===== src/rtl/bram_window_pkg.sv =====
// Shared constants, FSM state type and sizing helpers for the banked-BRAM window scheduler.
package bram_window_pkg;

    localparam int NBANK = 5;
    localparam int ROT_W = 3;

    typedef enum logic [1:0] {
        IDLE  = 2'd0,
        READ  = 2'd1,
        DRAIN = 2'd2,
        DONE  = 2'd3
    } state_t;

    // Index width that never collapses to zero bits for a one-entry range.
    function automatic int idx_w(input int n);
        return (n > 1) ? $clog2(n) : 1;
    endfunction

    // Smallest per-bank address width able to hold ceil(rows/5) lines of cols pixels.
    function automatic int min_aw(input int rows, input int cols);
        return idx_w(((rows + NBANK - 1) / NBANK) * cols);
    endfunction

endpackage


===== src/rtl/bram_bank_addr_gen.sv =====
// Per-bank line base registers and window rotation; base addresses advance by COLS
// incrementally so no multiplier is needed.
module bram_bank_addr_gen
    import bram_window_pkg::*;
#(
    parameter int COLS = 64,
    parameter int AW   = 10,
    parameter int CW   = 6
) (
    input  logic               i_clk,
    input  logic               i_rst_n,
    input  logic               i_clear,
    input  logic               i_row_advance,
    input  logic [CW-1:0]      i_col,
    output logic [NBANK*AW-1:0] o_addr,
    output logic [ROT_W-1:0]   o_rot
);

    logic [AW-1:0]    r_base [NBANK];
    logic [ROT_W-1:0] r_rot;

    // Moving the window down one row retires the top row's bank to its next line.
    always_ff @(posedge i_clk or negedge i_rst_n) begin
        if (!i_rst_n) begin
            for (int k = 0; k < NBANK; k++) r_base[k] <= '0;
            r_rot <= '0;
        end else if (i_clear) begin
            for (int k = 0; k < NBANK; k++) r_base[k] <= '0;
            r_rot <= '0;
        end else if (i_row_advance) begin
            for (int k = 0; k < NBANK; k++) begin
                if (r_rot == ROT_W'(k)) r_base[k] <= r_base[k] + AW'(COLS);
            end
            r_rot <= (r_rot == ROT_W'(NBANK - 1)) ? '0 : r_rot + ROT_W'(1);
        end
    end

    always_comb begin
        o_addr = '0;
        for (int k = 0; k < NBANK; k++) begin
            o_addr[k*AW +: AW] = r_base[k] + AW'(i_col);
        end
    end

    assign o_rot = r_rot;

endmodule


===== src/rtl/bram_window_sched.sv =====
// Frame scan controller: one 5-bank parallel read per vertical window, steer controls one cycle later.
// Optional stall_cycles counter enabled by defining BRAM_WINDOW_SCHED_STALL_CNT_EN.
// Handshake: a read issues in every READ cycle where out_ready=1; its sm_en follows one cycle later
// unconditionally, so the sink must absorb one window after dropping out_ready.
module bram_window_sched
    import bram_window_pkg::*;
#(
    parameter int COLS = 64,
    parameter int ROWS = 64,
    parameter int AW   = 10,
    localparam int RW  = idx_w(ROWS),
    localparam int CW  = idx_w(COLS)
) (
    input  logic                CLK,
    input  logic                rst_n,
    input  logic                start,
    input  logic                out_ready,
    output logic                busy,
    output logic                complete,
    output logic                bram_en,
    output logic [NBANK*AW-1:0] bram_addr,
    output logic                sm_en,
    output logic [ROT_W-1:0]    sm_rot,
    output logic [RW-1:0]       row_idx,
    output logic [CW-1:0]       col_idx,
`ifdef BRAM_WINDOW_SCHED_STALL_CNT_EN
    output logic [31:0]         stall_cycles,
`endif
    output logic [1:0]          dbg_state
);

    state_t           r_state;
    logic             r_armed;
    logic [RW-1:0]    r_row;
    logic [CW-1:0]    r_col;
    logic             r_busy;
    logic             r_complete;
    logic             r_sm_en;
    logic [ROT_W-1:0] r_sm_rot;
    logic [RW-1:0]    r_row_idx;
    logic [CW-1:0]    r_col_idx;

    logic             w_start_ok;
    logic             w_issue;
    logic             w_last_col;
    logic             w_last_row;
    logic             w_row_adv;
    logic [ROT_W-1:0] w_rot;
    logic [NBANK*AW-1:0] w_addr;

    // r_armed keeps a start that overlaps reset release from launching a frame.
    assign w_start_ok = start && r_armed && ((r_state == IDLE) || (r_state == DONE));
    assign w_issue    = (r_state == READ) && out_ready;
    assign w_last_col = (r_col == CW'(COLS - 1));
    assign w_last_row = (r_row == RW'(ROWS - 5));
    // The final window does not advance the row, so rotation stays within the frame's range.
    assign w_row_adv  = w_issue && w_last_col && !w_last_row;

    bram_bank_addr_gen #(
        .COLS (COLS),
        .AW   (AW),
        .CW   (CW)
    ) u_addr_gen (
        .i_clk         (CLK),
        .i_rst_n       (rst_n),
        .i_clear       (w_start_ok),
        .i_row_advance (w_row_adv),
        .i_col         (r_col),
        .o_addr        (w_addr),
        .o_rot         (w_rot)
    );

    always_ff @(posedge CLK or negedge rst_n) begin
        if (!rst_n) begin
            r_state    <= IDLE;
            r_armed    <= 1'b0;
            r_row      <= '0;
            r_col      <= '0;
            r_busy     <= 1'b0;
            r_complete <= 1'b0;
            r_sm_en    <= 1'b0;
            r_sm_rot   <= '0;
            r_row_idx  <= '0;
            r_col_idx  <= '0;
        end else begin
            r_armed   <= 1'b1;
            r_sm_en   <= w_issue;
            r_sm_rot  <= w_rot;
            r_row_idx <= r_row;
            r_col_idx <= r_col;
            case (r_state)
                IDLE, DONE: begin
                    if (w_start_ok) begin
                        r_state    <= READ;
                        r_row      <= '0;
                        r_col      <= '0;
                        r_busy     <= 1'b1;
                        r_complete <= 1'b0;
                    end
                end
                READ: begin
                    if (w_issue) begin
                        if (w_last_col) begin
                            r_col <= '0;
                            if (w_last_row) r_state <= DRAIN;
                            else            r_row   <= r_row + RW'(1);
                        end else begin
                            r_col <= r_col + CW'(1);
                        end
                    end
                end
                DRAIN: begin
                    r_state    <= DONE;
                    r_busy     <= 1'b0;
                    r_complete <= 1'b1;
                end
                default: r_state <= IDLE;
            endcase
        end
    end

`ifdef BRAM_WINDOW_SCHED_STALL_CNT_EN
    logic [31:0] r_stall;

    always_ff @(posedge CLK or negedge rst_n) begin
        if (!rst_n) begin
            r_stall <= '0;
        end else if (w_start_ok) begin
            r_stall <= '0;
        end else if ((r_state == READ) && !out_ready && (r_stall != '1)) begin
            r_stall <= r_stall + 32'd1;
        end
    end

    assign stall_cycles = r_stall;
`endif

    assign busy      = r_busy;
    assign complete  = r_complete;
    assign bram_en   = w_issue;
    assign bram_addr = w_addr;
    assign sm_en     = r_sm_en;
    assign sm_rot    = r_sm_rot;
    assign row_idx   = r_row_idx;
    assign col_idx   = r_col_idx;
    assign dbg_state = r_state;

endmodule


===== config.mk =====
export PLATFORM = sky130hd
export DESIGN_NAME = bram_window_sched
export DESIGN_NICKNAME = d
export VERILOG_FILES = /design/src/rtl/bram_window_pkg.sv /design/src/rtl/bram_bank_addr_gen.sv /design/src/rtl/bram_window_sched.sv
export SDC_FILE = /design/constraint.sdc
export NUM_CORES = 1
export LEC_CHECK = 0
export CAP_MARGIN = 20
export CORE_AREA = 5 5 90 92
export CTS_CLUSTER_DIAMETER = 150
export CTS_CLUSTER_SIZE = 24
export DETAILED_ROUTE_END_ITERATION = 16
export DIE_AREA = 0 0 95 97
export MAX_ROUTING_LAYER = met4
export PLACE_DENSITY = 0.8
export SKIP_CTS_REPAIR_TIMING = 1
export SLEW_MARGIN = 30
export SYNTH_ARGS = -nofsm -noshare
export SYNTH_HDL_FRONTEND = slang
export SYNTH_HIERARCHICAL = 1
export SYNTH_SLANG_ARGS = --single-unit

===== constraint.sdc =====
create_clock -name CLK -period 2.6 [get_ports CLK]
set_input_delay 0.26 -clock CLK [delete_from_list [all_inputs] [get_ports CLK]]
set_output_delay 0.26 -clock CLK [all_outputs]
set_load 0.005 [all_outputs]

==> results of run 1 <==
Yosys cell counts, types with 5 or more instances:
master	instances	area [um2]
a21oi_1	10	50.1
buf_4	12	90.1
buf_6	6	67.6
clkbuf_1	19	71.3
dfrtp_1	56	1400
ha_1	19	238
inv_1	9	33.8
mux2i_1	10	100
nand2_1	16	60.1
nand3_1	25	125
nand4_1	8	50.1
nor2_1	24	90.1
o21ai_0	12	60.1
or3_1	5	31.3
xnor2_1	15	131
xor2_1	17	149
routing by layer:
| layer | track usage, % | wire length [um] | up-vias |
|---|---|---|---|
| li1 | - | - | 1146 |
| met1 | 18.5 | 2820 | 1131 |
| met2 | 25.7 | 3260 | 71 |
| met3 | 3.10 | 324 | 9 |
| met4 | 5.33 | 95 | 0 |
| met5 | - | 0 | - |
cell families (layout without fill, tap and decap cells):
group / count (synthesis) / after routing / synth area share, %
simple gates: 104 / 104 / 17.7
fa+ha+maj: 19 / 19 / 7.60
xor+xnor: 35 / 35 / 10.5
compound gates: 37 / 37 / 7.44
buf+inv: 47 / 101 / 8.56
mux: 10 / 10 / 3.20
flops: 56 / 56 / 44.8
other cells: 2 / 5 / 0.240
power groups by stage:
stage | combinational (mW) | sequential (mW) | clock (mW)
2_1_floorplan | 0.691 | 1.13 | 0
3_3_place_gp | 1.09 | 1.13 | 0
3_5_place_dp | 1.12 | 1.14 | 0
4_1_cts | 1.13 | 1.12 | 0.780
5_1_grt | 1.24 | 1.14 | 0.822
6_report | 1.12 | 1.12 | 0.760
worst min path at each step:
stage / depth (start not counted) / to / slack [ps] / from
6_report: 0 / row_idx[1]$_DFF_PN0_ / 460 / r_row[1]$_DFFE_PN0P_
5_1_grt: 0 / row_idx[1]$_DFF_PN0_ / 470 / r_row[1]$_DFFE_PN0P_
4_1_cts: 1 / u_addr_gen/r_base[29]$_DFFE_PN0P_ / -60 / rst_n
3_5_place_dp: 1 / u_addr_gen/r_base[29]$_DFFE_PN0P_ / 300 / rst_n
3_3_place_gp: 1 / u_addr_gen/r_base[26]$_DFFE_PN0P_ / 300 / rst_n
2_1_floorplan: 0 / busy$_DFFE_PN0P_ / -40 / rst_n
area by class of cell:
class | count | area, um2
Tap cell | 99 | 124
Sequential cell | 56 | 1400
Timing Repair Buffer | 84 | 813
Clock buffer | 5 | 68.8
Fill cell | 648 | 3130
Clock inverter | 3 | 90.1
Inverter | 9 | 33.8
Multi-Input combinational cell | 210 | 1480
flip-flops by register name, indices dropped and copies added, names as in the netlist:
| signal | cells |
|---|---|
| r_armed | 1 |
| complete | 1 |
| u_addr_gen/r_base | 20 |
| r_row | 6 |
| sm_rot | 3 |
| col_idx | 6 |
| sm_en | 1 |
| u_addr_gen/o_rot | 3 |
| dbg_state | 2 |
| r_col | 6 |
| busy | 1 |
| row_idx | 6 |
==> results.toml, run 1 <==
[setup_path]
cp.depth = 6
ff2ff_setup_slack_ps = 370
path_buf_inv = 4
cp_max_fo = 18
rr_endpoint = "u_addr_gen/r_base[9]$_DFFE_PN0N_"
critPathKind = "flip-flop to output port"
cp-end-kind = "output port"
crit_path_end = "bram_en"
crit_chain = "inv_1 -> ha_1 -> buf_4 -> inv_1 -> nor2_1 -> clkdlybuf4s50_1"
cp_common_cell = "inv_1"
startpoint_type = "flip-flop"
r2r_start = "r_row[0]$_DFFE_PN0P_"
cp_top_family = "buffers and inverters"
required_ps = 2340
cp_slowest_stage_delay_ps = 550
startpoint = "dbg_state[1]$_DFFE_PN0P_"
cp_slowest_cell = "clkdlybuf4s50_1"
rr_worst_depth = 8
arrival_ps = 2120

[timing]
hold_slack_ps = 459
finalClockSkew_ps = 9.80
timing.final.crit_share_pct = 91.4
slew_headroom_pct = 60.2
period_needed_ps = 2380
finalHoldViolations = 0
setup_ws_ps = 224
tns_ps = 0
fmax_mhz = 421
worst_slew_pin_slew_ps = 596
rsz0062_at_grt = "no"
slew_violations = 0
setup_viol = 0

[floorplan]
die_area_mm2 = 0.00922
io_pins = 75
std_cell_rows = 31
start_util_pct = 43.8
core_area_mm2 = 0.00714
fp.dieH_um = 97
die-width_um = 95

[finish]
finish.instance_area_mm2 = 0.00401
post-route-util_pct = 56.2
diodes = 0
area_growth_pct = 28.1
final_common_cell = "clkdlybuf4s50_1"
drive_gt1_share_pct = 6.81
final_cell_mix = "clkdlybuf4s50_1, dfrtp_1, nand3_1, nor2_1, ha_1"
final_cells = 466
finalNetCount = 389

[synthesis]
ys_seq_area_share_pct = 44.8
syn-cell-area_mm2 = 0.00313
synth_warnings = 6
syn_inst = 310
synth-seq-cells = 56
syn_area_per_cell_um2 = 10.1
synth_edf_count = 0
async_flop_share_pct = 100
yosys.cell_types.count = 44
synth_ff_type = "dfrtp_1"

[power_and_ir_drop]
swShare_pct = 32.1
pwr-share-seq_pct = 37.3
leakage_nw = 1.81
p_per_area_mw_per_mm2 = 748
power_frac_comb_pct = 37.3
internal_power_mw = 2.04
ir_drop_mv = 0.571
power.switching_uw = 961
power_frac_clock_pct = 25.4
totalPowerFinal_mw = 3.00

[grt]
overflow = 0
grt_first_pass_wirelength_um = 11300
antenna_found_initial = 0
track_usage_pct = 15.5
grt_pass1_vias = 2369
grt_max_degree = 28

[clocking]
cts_tree = "built"
cts_buffer_depth = 2
root_buffer = "clkbuf_8"
htree_levels = 2
cts.clk_slew.worst_paths_ps = 100
numCtsBuffers = 5
clk_latency_ps = 310
cts_sinks = 56

[placed_design]
placed_cells = 457
io_buffers = 74
place_congestion = 0.896
post-dp-hpwl_um = 4970
pre_cts_ws_ps = 370
place_area_mm2 = 0.00384

[worst_hold_path]
hp-class = "flip-flop to flip-flop"

[routing]
vias = 2357
drc_errors = 0
viasPerCell = 5.06
routedWlPerCell_um = 14.0
drtAntennaViolNets = 0
drt-pass1-iter-count = 4
drtIter0Drc = 141
wl_um = 6510

[status]
status = "completed"

[flow_run]
cap_violations = 0
Note: power is estimated with default switching activity, not from simulation.
==> run 2, diff against run 1 <==
SETUP_SLACK_MARGIN = 0.3   (was default)
==> run 2 against run 1 <==
  * Non-clock buffer count increased by 9
  * Critical endpoint unchanged
  * Highest routed layer unchanged
  * Wire length grew 4.4%
  * Combinational power rose by 5%
==> results.toml, run 2 (synthesis results as in run 1) <==
[worst_hold_path]
hold_depth = 0
hp-class = "flip-flop to flip-flop"
hp-start = "r_row[1]$_DFFE_PN0P_"

[routing]
drtAntennaViolNets = 0
drtIter0Drc = 161
vias = 2411
drt-pass1-iter-count = 4
drc_errors = 0
viasPerCell = 5.08
routedWlPerCell_um = 14.3
wl_um = 6790

[timing]
hold_slack_ps = 458
rsz0062_at_grt = "no"
finalClockSkew_ps = 9.47
slew_violations = 0
setup_viol = 0
fmax_mhz = 467
worst_slew_pin_slew_ps = 616
slew_headroom_pct = 59.0
finalHoldViolations = 0
timing.final.crit_share_pct = 82.3
period_needed_ps = 2140
tns_ps = 0

[setup_path]
rr_worst_depth = 9
startpoint = "dbg_state[1]$_DFFE_PN0P_"
crit_chain = "inv_1 -> ha_1 -> buf_6 -> inv_1 -> nor2_4 -> clkdlybuf4s50_1"
cp-end-kind = "output port"
r2r_start = "r_row[0]$_DFFE_PN0P_"
startpoint_type = "flip-flop"
cp_slowest_stage_delay_ps = 520
cp_slowest_cell = "clkdlybuf4s50_1"
cp_max_fo = 4
required_ps = 2340
cp_common_cell = "inv_1"
critPathKind = "flip-flop to output port"
arrival_ps = 1880

[finish]
final_cell_mix = "clkdlybuf4s50_1, dfrtp_1, nand3_1, nor2_1, ha_1"
finish.instance_area_mm2 = 0.00410
final_common_cell = "clkdlybuf4s50_1"
diodes = 0
area_growth_pct = 31.0
post-route-util_pct = 57.4
largest_reg_flops = 20
top_register = "u_addr_gen/r_base"
finalNetCount = 398
drive_gt1_share_pct = 10.1

[clocking]
numCtsBuffers = 5
cts_sinks = 56
cts.clk_slew.worst_paths_ps = 100
cts_tree = "built"
cts_buffer_depth = 2
htree_levels = 2
clk_latency_ps = 310
root_buffer = "clkbuf_8"

[power_and_ir_drop]
leakage_nw = 1.86
swShare_pct = 32.2
power.switching_uw = 990
internal_power_mw = 2.08
ir_drop_mv = 0.607
power_frac_clock_pct = 24.8
p_per_area_mw_per_mm2 = 749
pwr-share-seq_pct = 36.6
power_frac_comb_pct = 38.6

[placed_design]
place_area_mm2 = 0.00384
post-dp-hpwl_um = 4970
io_buffers = 74
place_congestion = 0.896

[floorplan]
fp.dieH_um = 97
die-width_um = 95
start_util_pct = 43.8
io_pins = 75
die_area_mm2 = 0.00922
std_cell_rows = 31
core_area_mm2 = 0.00714

[grt]
grt_first_pass_wirelength_um = 11300
overflow = 0
grt_pass1_vias = 2369
antenna_found_initial = 0
grt_max_degree = 28
track_usage_pct = 15.5

[flow_run]
cap_violations = 0

[status]
status = "completed"
## run 2: worst paths after layout
| check | endpoint | slack, ps |
|---|---|---|
| hold reg to reg | row_idx[1]$_DFF_PN0_ | 460 |
| min in group asynchronous | u_addr_gen/r_base[29]$_DFFE_PN0P_ | 490 |
| setup / recovery | bram_en | 460 |
| hold / removal | row_idx[1]$_DFF_PN0_ | 460 |
| max in group asynchronous | r_row[1]$_DFFE_PN0P_ | 1450 |
| setup reg to reg | u_addr_gen/r_base[19]$_DFFE_PN0P_ | 470 |
## run 2: worst max-delay path: cells and delay by family, from the launching register on
kind | cells | cell delay (ps)
buffers and inverters | 4 | 830
adders and majority gates | 1 | 190
and+or+nand+nor | 1 | 150
DFF | 1 | 420
## run 2: power groups by stage
stage | registers, mW | clock network [mW] | logic [mW]
after floorplan | 1.13 | 0 | 0.691
after global placement | 1.13 | 0 | 1.09
after detailed placement | 1.14 | 0 | 1.12
after CTS | 1.12 | 0.780 | 1.13
after global routing | 1.14 | 0.822 | 1.30
final | 1.12 | 0.762 | 1.18
## run 2: layout make-up
type	instances	area (um2)
timing repair buffer	93	888
fill	629	3040
inverter	9	33.8
multi-input combinational	210	1490
tap	99	124
clock inverter	3	90.1
sequential	56	1400
clock buffer	5	68.8
## run 2: metrics by stage
step           std cells  power, mW  worst slack (ps)
2_1_floorplan        313       1.82               360
3_3_place_gp         457       2.22               436
6_report             475       3.07               460
4_1_cts              465       3.03               223
5_1_grt              475       3.27               294
3_5_place_dp         457       2.26               370
## run 2: per-layer routing
layer	track usage [%]	routed length (um)	up-vias
met3	3.10	338	11
met4	5.33	105	0
met1	18.5	2920	1170
li1	-	-	1159
met5	-	0	-
met2	25.7	3430	71
